### config.mk
export PLATFORM = sky130hd
export DESIGN_NAME = instr_fetch_unit
export DESIGN_NICKNAME = d
export VERILOG_FILES = /design/src/rtl/instr_fetch_unit.sv
export SDC_FILE = /design/constraint.sdc
export NUM_CORES = 1
export LEC_CHECK = 0
export CORE_AREA = 2 2 167 169
export CTS_BUF_LIST = sky130_fd_sc_hd__clkbuf_8
export DETAILED_ROUTE_END_ITERATION = 16
export DIE_AREA = 0 0 169 171
export PLACE_DENSITY = 0.57
export SYNTH_ARGS = -nofsm -noshare
export SYNTH_HDL_FRONTEND = slang
export SYNTH_SLANG_ARGS = --single-unit
export TNS_END_PERCENT = 50
### constraint.sdc
create_clock -name clk -period 5.82 [get_ports clk]
set_clock_uncertainty 0.15 [all_clocks]
set_input_delay 1.164 -clock clk [delete_from_list [all_inputs] [get_ports clk]]
set_output_delay 1.164 -clock clk [all_outputs]
set_load 0.01 [all_outputs]
### src/rtl/instr_fetch_unit.sv
// Fetch stage: owns the PC, reads the boot ROM and feeds decode through an in-order prefetch FIFO.
// Optional FETCH_MISALIGN_CHK_EN: misaligned redirects yield one flagged NOP entry, then fetch halts.
module instr_fetch_unit #(
    parameter logic [31:0] RESET_VECTOR = 32'h0000_0000,
    parameter int unsigned FIFO_DEPTH   = 2
) (
    input  logic        clk,
    input  logic        rst_n,
    output logic [31:0] instr_rd_addr,
    output logic        instr_rd_en,
    input  logic [31:0] instr,
    input  logic        redirect_valid,
    input  logic [31:0] redirect_pc,
    output logic        fetch_valid,
    input  logic        fetch_ready,
    output logic [31:0] fetch_pc,
    output logic [31:0] fetch_instr,
    output logic        fetch_misalign
);

    localparam int unsigned PTR_W = $clog2(FIFO_DEPTH);
    localparam int unsigned CNT_W = PTR_W + 1;
    localparam logic [CNT_W:0] DEPTH_W = (CNT_W + 1)'(FIFO_DEPTH);

`ifdef FETCH_MISALIGN_CHK_EN
    typedef enum logic [2:0] {S_BOOT, S_RUN, S_FLUSH, S_MISAL, S_HALT} state_t;
`else
    typedef enum logic [1:0] {S_BOOT, S_RUN, S_FLUSH} state_t;
`endif

    state_t             state, state_nxt;
    logic [31:0]        pc, pc_q, fetch_addr;
    logic               inflight, squash;
    logic [PTR_W-1:0]   rd_ptr, wr_ptr;
    logic [CNT_W-1:0]   count;
    logic [31:0]        mem_pc    [FIFO_DEPTH];
    logic [31:0]        mem_instr [FIFO_DEPTH];
    logic [CNT_W:0]     occupancy;
    logic               pop, push, issue, credit_ok, issue_state;
    logic [31:0]        push_instr;
`ifdef FETCH_MISALIGN_CHK_EN
    logic               mem_mis [FIFO_DEPTH];
    logic               push_fake, redirect_mis;
`endif

    always_comb begin
        fetch_addr  = {pc[31:2], 2'b00};
        fetch_valid = (count != '0) && !redirect_valid;
        pop         = fetch_valid && fetch_ready;
        // Outstanding read counts against capacity so a response always has a free slot.
        occupancy   = {1'b0, count} + {{CNT_W{1'b0}}, inflight} - {{CNT_W{1'b0}}, pop};
        credit_ok   = occupancy < DEPTH_W;
        issue_state = (state == S_RUN) || (state == S_FLUSH);
        issue       = issue_state && credit_ok && !redirect_valid;
        push        = inflight && !squash && !redirect_valid;
        push_instr  = instr;
`ifdef FETCH_MISALIGN_CHK_EN
        redirect_mis = redirect_valid && (redirect_pc[1:0] != 2'b00);
        push_fake    = (state == S_MISAL) && !redirect_valid;
        if (push_fake) begin
            push       = 1'b1;
            push_instr = 32'h0000_0013;
        end
`endif
        instr_rd_en   = issue;
        instr_rd_addr = issue ? fetch_addr : '0;
        fetch_pc      = fetch_valid ? mem_pc[rd_ptr]    : '0;
        fetch_instr   = fetch_valid ? mem_instr[rd_ptr] : '0;
`ifdef FETCH_MISALIGN_CHK_EN
        fetch_misalign = fetch_valid && mem_mis[rd_ptr];
`else
        fetch_misalign = 1'b0;
`endif
    end

    always_comb begin
        state_nxt = state;
        case (state)
            S_BOOT:  state_nxt = S_RUN;
            S_RUN:   state_nxt = redirect_valid ? S_FLUSH : S_RUN;
            S_FLUSH: state_nxt = redirect_valid ? S_FLUSH : S_RUN;
`ifdef FETCH_MISALIGN_CHK_EN
            S_MISAL: state_nxt = redirect_valid ? S_FLUSH : S_HALT;
            S_HALT:  state_nxt = redirect_valid ? S_FLUSH : S_HALT;
`endif
            default: state_nxt = S_BOOT;
        endcase
`ifdef FETCH_MISALIGN_CHK_EN
        if (state != S_BOOT && redirect_mis)
            state_nxt = S_MISAL;
`endif
    end

    always_ff @(posedge clk or negedge rst_n) begin
        if (!rst_n) begin
            state    <= S_BOOT;
            pc       <= RESET_VECTOR;
            pc_q     <= '0;
            inflight <= 1'b0;
            squash   <= 1'b0;
        end else begin
            state    <= state_nxt;
            inflight <= issue;
            squash   <= redirect_valid;
            if (redirect_valid)
                pc <= redirect_pc;
            else if (issue)
                pc <= pc + 32'd4;
            if (issue)
                pc_q <= fetch_addr;
`ifdef FETCH_MISALIGN_CHK_EN
            else if (redirect_mis)
                pc_q <= redirect_pc;
`endif
        end
    end

    always_ff @(posedge clk or negedge rst_n) begin
        if (!rst_n) begin
            rd_ptr <= '0;
            wr_ptr <= '0;
            count  <= '0;
        end else if (redirect_valid) begin
            rd_ptr <= '0;
            wr_ptr <= '0;
            count  <= '0;
        end else begin
            if (push)
                wr_ptr <= wr_ptr + PTR_W'(1);
            if (pop)
                rd_ptr <= rd_ptr + PTR_W'(1);
            count <= count + CNT_W'(push) - CNT_W'(pop);
        end
    end

    always_ff @(posedge clk) begin
        if (push && !redirect_valid) begin
            mem_pc[wr_ptr]    <= pc_q;
            mem_instr[wr_ptr] <= push_instr;
`ifdef FETCH_MISALIGN_CHK_EN
            mem_mis[wr_ptr]   <= push_fake;
`endif
        end
    end

endmodule
# After elaboration in Yosys (flattened, before gate mapping)
# Memory sizes are Yosys's and may differ from the RTL's.
# Index checks and enable logic that the tools add are counted.
# W data, S select, Z words.
# word_totals
ff_bits,70
ramBits,124
input_bits,68
output_inout_bits,99
word_cells,50
memories,2
# classes
n_addsub,7
order_cmp,1
n_eq_ne,2
muxes,14
n_reduce_logical,16
# memory_table
name,words,width,rd,rd_clocked_by_memory_dff,write_ports,line,text
mem_instr,2,32,1,0,1,37,logic [31:0] mem_instr [FIFO_DEPTH];
mem_pc,2,30,1,0,1,36,logic [31:0] mem_pc [FIFO_DEPTH];
# ops
cell,count
$mux W32,5
$add A32 B3 Y32 const B,1
$reduce_bool A2 Y1,4
$logic_and A1 B1 Y1,7
$mux W1,6
$mux W2,2
$pmux W2 S2,1
$add A2 B1 Y3,1
$lt A3 B2 Y1 const B,1
$sub A3 B1 Y3,1
$add A1 B1 Y1 const B,2
$add A2 B1 Y2,1
$eq A2 B1 Y1 const B,1
$eq A2 B2 Y1 const B,1
$logic_not A1 Y1,2
$logic_not A2 Y1,1
$reduce_or A2 Y1,1
$sub A2 B1 Y2,1
$logic_or A1 B1 Y1,1

# Longest topological paths before layout
# Gate-level depths: netlist of the first run.
# depth
ltp_word,9
ltp_mapped,13
depth_no_buf,11

# Worst setup path before layout of the first run
# Ideal clock, no wire load.
# synth_path
path_kind,in2out
startpoint,in redirect_valid
endpoint,out instr_rd_addr[18]
arrival_ns,3.792
t_required_ns,4.506
path_slack_ns,0.714
path_stages,12
path_buffers,2
cell_sequence,clkbuf_1 > inv_2 > o21ai_1 > inv_1 > nand2_1 > and2_1 > o21ai_0 > fa_1 > nand2_1 > nor3_1 > clkbuf_1 > and2_1
# synth_via
elab_chain_len,8
# synth_rtl
element,line,text
start: declaration,12,"input logic redirect_valid,"
$logic_not A1 Y1,48,fetch_valid = (count != '0) && !redirect_valid;
$logic_and A1 B1 Y1,48,
net fetch_valid,14,"output logic fetch_valid,"
$logic_and A1 B1 Y1,49,pop = fetch_valid && fetch_ready;
$sub A3 B1 Y3,51,"occupancy = {1'b0, count} + {{CNT_W{1'b0}}, inflight} - {{CNT_W{1'b0}}, pop};"
$lt A3 B2 Y1,52,credit_ok = occupancy < DEPTH_W;
$logic_and A1 B1 Y1 (2 in series),54,issue = issue_state && credit_ok && !redirect_valid;
net instr_rd_en,10,"output logic instr_rd_en,"
$mux W32,66,instr_rd_addr = issue ? fetch_addr : '0;
end: declaration,9,"output logic [31:0] instr_rd_addr,"
# The timed path passes the listed nets, and every way through them passes these cells.

# Worst setup path after layout of the first run
# layout_path
startpoint,in redirect_valid
endpoint,out instr_rd_addr[24]
# layout_via
elab_chain_len,8
# layout_rtl
element,line
$logic_not A1 Y1 *,"48, 54"
$logic_and A1 B1 Y1,48
$logic_and A1 B1 Y1,49
$sub A3 B1 Y3,51
$lt A3 B2 Y1,52
$logic_and A1 B1 Y1,54
$logic_and A1 B1 Y1 *,54
$mux W32 *,66
# Mark *: on every way between the ends. The rest lies on a longest branch, timed or not.

==> impl_metrics.toml, run 1 <==
[global_routing]
antenna_found_initial = 0
overflow = 0
grt_start_max_net_pins = 69
grt_pass1_vias = 5183
grt_pass1_wl_um = 30220
grt_usage_pct = 13.82

[power]
p_per_area_mw_per_mm2 = 359.0
ir_drop_v = 0.0001410
cellLeakagePower_uw = 0.003791

[synthesis]
yosysTopAreaCell = "edfxtp_1"
async_flop_share_pct = 35.42
ys_top_cells_by_area = "edfxtp_1, dfrtp_1, mux2i_1, nor2_1, a21o_1"
synth_edf_count = 124
synth.distinct_cells = 42
syn_area_per_cell_um2 = 13.11
synth_top_area_share_pct = 46.18
ys_seq_elements = 192
yosysWarnings = 0
synth_cells = 615
netlist_area_mm2 = 0.008063
synth_ff_type = "edfxtp_1"
ys_seq_area_share_pct = 67.29

[cts]
hold_buffers = 0
root_buffer = "clkbuf_8"
insertion_delay_ps = 460
cts_sinks = 192
numCtsBuffers = 17
cts_tree = "built"
htree_levels = 4
clk_pin_slew_ps = 90
cts.path.max_buffers = 2

[timing]
drv_slew = 0
finalHoldViolCount = 0
relSlewSlack_pct = 26.22
worst_slew_pin_slew_ps = 1097
rsz0062_at_grt = "false"
hold_ws_ps = 327.5
setup_viol = 0
period_minus_slack_ps = 5589
setup_tns_ps = 0
fmax_mhz = 178.9
finalCritPeriodShare_pct = 96.03
setup_slack_ps = 231.3

[setup_path]
cp.arrival_ps = 4270
slowest_stage = "clkdlybuf4s50_1"
max_stage_delay_ps = 570
critPathRequiredTime_ps = 4510
end_kind = "output port"
setup.worst_path.class = "input port to output port"
worst-path-max-fanout = 17
start_kind = "input port"
cp_cell_sequence = "clkdlybuf4s50_1, inv_2, o21ai_4, inv_1, nand2_1, nor2_1, o21ai_0, fa_1, nand2_1, nor3_2, buf_6, and2_1, clkdlybuf4s50_1"

[floorplan]
die_area_mm2 = 0.02890
start_util_pct = 29.51
die_w_um = 169
core_mm2 = 0.02732
die_y_um = 171
ioPinCount = 167
rows = 61

[worst_hold_path]
hp-class = "flip-flop to flip-flop"

[finish]
drive_gt1_share_pct = 7.985
finalCoreUtilization_pct = 38.46
fin_cells = 1135
diodes = 0
synthToLayoutAreaGrowth_pct = 30.32
final_cell_mix = "clkdlybuf4s50_1, edfxtp_1, nor2_1, dfrtp_1, mux2i_1"
fin_nets = 850
final_common_cell = "clkdlybuf4s50_1"
nFillCells = 2667

[place]
gp_congestion = 0.7510
numPortBuffers = 159
post-dp-hpwl_um = 12710
placed_cells = 1103
place_ws_ps = 144.9

[drt]
wl_um = 19860
route.detailed.drc = 0
detail-route-antenna-nets = 0
vias = 5367
firstDrtPassIters = 4
via_per_inst = 4.729
drt_first_iter_violations = 395
wire_per_inst_um = 17.49

[run]
maxCapViolCount = 0

[outcome]
run_status = "completed"
[path summary, 6_finish.rpt]
check                               start                 to  slack [ps]  cells past startpoint
max reg2reg                      count[1]             pc[17]        2190                     11
max in group asynchronous           rst_n             rd_ptr        4110                      1
min in group asynchronous           rst_n           pc_q[17]         700                      1
min reg2reg                      pc_q[28]      mem_pc[0][26]         330                      0
min                              pc_q[28]      mem_pc[0][26]         330                      0
max                        redirect_valid  instr_rd_addr[24]         230                     13
[sequential cells by signal (all words and copies together), names as in the netlist]
| name | cells |
|---|---|
| mem_instr | 64 |
| state | 2 |
| count | 2 |
| squash | 1 |
| rd_ptr | 1 |
| inflight | 1 |
| mem_pc | 60 |
| pc_q | 30 |
| wr_ptr | 1 |
| pc | 30 |
[metrics by stage]
stage / power (uW) / area (um2)
finish: 3772 / 10510
global placement: 2907 / 10110
CTS: 3830 / 10500
detailed placement: 2932 / 10110
floorplan: 2389 / 8078
global route: 3986 / 10510
[layer usage]
layer | routed length, um | vias to the layer above | global-route usage [%]
li1 | - | 2573 | -
met1 | 9346 | 2621 | 18.88
met2 | 9310 | 161 | 22.17
met3 | 967 | 12 | 3.215
met4 | 231 | 0 | 3.753
met5 | 0 | - | 0
[synth_stat cells (4+ instances only)]
cell and instances:
o21ai_0 12, or4_1 17, edfxtp_1 124, o31ai_1 12, buf_1 7, dfrtp_1 68, and3_1 5, nor2_1 88
nand3_1 10, mux2i_1 63, buf_4 5, inv_1 12, xnor2_1 9, nand2_1 26, ha_1 5, and2_1 25
clkbuf_1 24, a31oi_1 18, nand4_1 9, a21o_1 30, nor3_1 4, nor4_1 11
[critical path, delay by kind of cell]
| kind | cells | cell delay, ps |
|---|---|---|
| AND/OR/NAND/NOR | 5 | 950 |
| adder cells (fa/ha/maj) | 1 | 540 |
| buffers and inverters | 5 | 1410 |
| AO/OA/AOI/OAI | 2 | 200 |
[timing repair]
action                     4_1_cts  5_1_grt
setup endpoints to repair        0        3
gates resized for setup          0        2
buffers inserted                 0        0
[cells by family (layout without fill, tap and decap cells)]
family	count (synthesis)	count (layout)	synth area share (%)
AOI/OAI and AO/OA	82	82	7.014
xor gates and xnor gates	11	11	1.195
adders and majority gates	6	6	1.024
buffers and inverters	53	223	2.840
DFF	192	192	67.29
muxes	63	63	7.821
other	1	5	0.04651
and+or+nand+nor	207	207	12.77
[where the power goes]
group,internal (uW),switching (uW),leakage (uW)
Clock,388,501,0.000197
Combinational,518,505,0.00165
Sequential,1700,159,0.00194
Total,2610,1160,0.00379
[layout make-up]
type | instances | area, um2 | area share [%]
flip-flops and latches | 192 | 5429 | 51.67
multi-input cells | 374 | 2459 | 23.40
repair buffers | 178 | 1748 | 16.63
well taps | 346 | 432.9 | 4.120
clock buffers | 17 | 234.0 | 2.227
clock inverters | 15 | 156.4 | 1.488
inverters | 13 | 48.80 | 0.4644
No activity file was read; power rests on OpenSTA's default activity.
==> run 2: changes to the inputs <==
==> config.mk (replaced) <==
export PLATFORM = sky130hd
export DESIGN_NAME = instr_fetch_unit
export DESIGN_NICKNAME = d
export VERILOG_FILES = /design/src/rtl/instr_fetch_unit.sv
export SDC_FILE = /design/constraint.sdc
export NUM_CORES = 1
export LEC_CHECK = 0
export CELL_PAD_IN_SITES_DETAIL_PLACEMENT = 0
export CELL_PAD_IN_SITES_GLOBAL_PLACEMENT = 2
export CORE_AREA = 2 2 153 155
export CTS_BUF_LIST = sky130_fd_sc_hd__clkbuf_8
export DETAILED_ROUTE_END_ITERATION = 16
export DIE_AREA = 0 0 155 157
export PLACE_DENSITY = 0.88
export SYNTH_ARGS = -nofsm -noshare
export SYNTH_HDL_FRONTEND = slang
export SYNTH_SLANG_ARGS = --single-unit
==> impl_metrics.toml, run 2 (same netlist as run 1, synthesis figures left out) <==
[timing]
worst_slew_pin_slew_ps = 1097
relSlewSlack_pct = 26.88
period_minus_slack_ps = 5529
setup_tns_ps = 0
fmax_mhz = 180.9
drv_slew = 0
finalCritPeriodShare_pct = 95.00
setup_viol = 0
hold_ws_ps = 335.2
rsz0062_at_grt = "false"
finalHoldViolCount = 0

[power]
pwr-share-clk_pct = 24.9
seqPwrFrac_pct = 48.5
power.internal_uw = 2692
p_sw_uw = 1171
p_comb_share_pct = 26.6
p_per_area_mw_per_mm2 = 366.2
cellLeakagePower_uw = 0.003869
p_sw_share_pct = 30.30
ir_drop_v = 0.0001628

[finish]
diodes = 0
largest_reg_flops = 64
drive_gt1_share_pct = 9.398
final_cell_mix = "clkdlybuf4s50_1, edfxtp_1, nor2_1, dfrtp_1, mux2i_1"
fin_nets = 859
nFillCells = 2000
largest_registers = "mem_instr: 64 flops, mem_pc: 60 flops"
fin_cells = 1083
final_common_cell = "clkdlybuf4s50_1"
synthToLayoutAreaGrowth_pct = 30.82
regMostFlops = "mem_instr"

[setup_path]
cp_cell_sequence = "clkdlybuf4s50_1, inv_2, o21ai_4, inv_1, nand2_1, nor2_1, o21ai_0, fa_1, nand2_2, nor3_4, buf_4, and2_1, clkdlybuf4s50_1"
critPathRequiredTime_ps = 4510
max_stage_delay_ps = 580
cp_common_cell = "clkdlybuf4s50_1"
setup.worst_path.class = "input port to output port"
cp.arrival_ps = 4210
worst-path-max-fanout = 8
path_delay_family = "buffers and inverters"
end_kind = "output port"
crit_buf_inv = 5
start_kind = "input port"
slowest_stage = "fa_1"

[drt]
route.detailed.drc = 0
wire_per_inst_um = 16.83
wl_um = 18230
firstDrtPassIters = 5
detail-route-antenna-nets = 0
via_per_inst = 4.924
vias = 5333
drt_first_iter_violations = 281

[global_routing]
antenna_found_initial = 0
grt_usage_pct = 15.63
overflow = 0
grt_pass1_vias = 5484
grt_pass1_wl_um = 29510
grt_start_max_net_pins = 65

[place]
gp_congestion = 0.8073
placed_cells = 1051
numPortBuffers = 159
post-dp-hpwl_um = 12620

[floorplan]
core_mm2 = 0.02250
start_util_pct = 35.83
die_y_um = 157
ioPinCount = 167
die_w_um = 155
rows = 55
die_area_mm2 = 0.02434

[cts]
insertion_delay_ps = 470
htree_levels = 4
cts_sinks = 192
numCtsBuffers = 17
cts_tree = "built"
cts.path.max_buffers = 2
post_cts_buffers = 0
root_buffer = "clkbuf_8"
clk_pin_slew_ps = 100

[outcome]
run_status = "completed"

[worst_hold_path]
hp-class = "flip-flop to flip-flop"

[run]
maxCapViolCount = 0
-- run 2: changes by cell type in the layout (fill, tap and decap cells not counted), moves of 3 or more --
cell | before | now
buf_4 | 18 | 28
clkinv_2 | 3 | 0
clkinvlp_4 | 3 | 0
inv_8 | 1 | 4
-- run 2: repair_timing --
action / 4_1_cts / 5_1_grt
endpoints found under the setup margin: 0 / 27
hold buffers: 0 / 0
resized for setup: 0 / 4
-- run 2: final timing paths --
kind	startpoint	end	slack, ps	depth (start not counted)
setup / recovery	redirect_valid	instr_rd_addr[19]	290	13
hold / removal	pc_q[4]	mem_pc[0][2]	340	0
setup reg to reg	count[1]	pc[21]	2240	10
min in group asynchronous	rst_n	pc_q[21]	440	1
max in group asynchronous	rst_n	rd_ptr	3990	2
hold reg to reg	pc_q[4]	mem_pc[0][2]	340	0
-- run 2: through the flow --
stage / instance area, um2 / worst slack, ps / utilization [%] / total power [uW]
after detailed placement: 10080 / 170.4 / 44.79 / 2926
after global placement: 10080 / 157.5 / 44.79 / 2883
after floorplan: 8078 / 714.4 / - / 2389
after global routing: 10550 / 6.342 / 46.87 / 4082
final: 10550 / 291.1 / 46.87 / 3862
after CTS: 10530 / 145.7 / 46.78 / 3895
-- run 2: worst reg2reg max path, cell delays in order (launching register included) --
cell and delay (ps):
dfrtp_1 510, o21ai_4 90, inv_1 70, nand2_1 110, nor2_1 180, o21ai_0 140
fa_1 580, nand2_2 170, or4_1 780, or4_1 540, a31oi_1 180
-- run 2: area by class of cell --
type	instances	area, um2	share of cell area (%)
inverter	13	48.80	0.4626
clock buffer	17	234.0	2.218
sequential	192	5429	51.47
multi-input combinational	374	2470	23.42
tap	285	356.6	3.381
timing repair buffer	187	1797	17.03
clock inverter	15	212.7	2.017
-- run 2: metal layers --
metal  vias up  share of wire (%)  track usage [%]
li1       2579                  -                -
met1      2563                 45            20.74
met2       174                 49            26.29
met3        17                4.8            2.974
met4         0                1.2            4.497
met5         -                  0                0
-- run 2: power groups by stage --
stage	logic (uW)	clock network [uW]	registers [uW]
floorplan	568	0	1820
global placement	1000	0	1880
detailed placement	1020	0	1900
CTS	1030	991	1870
global route	1120	1050	1910
finish	1030	963	1870
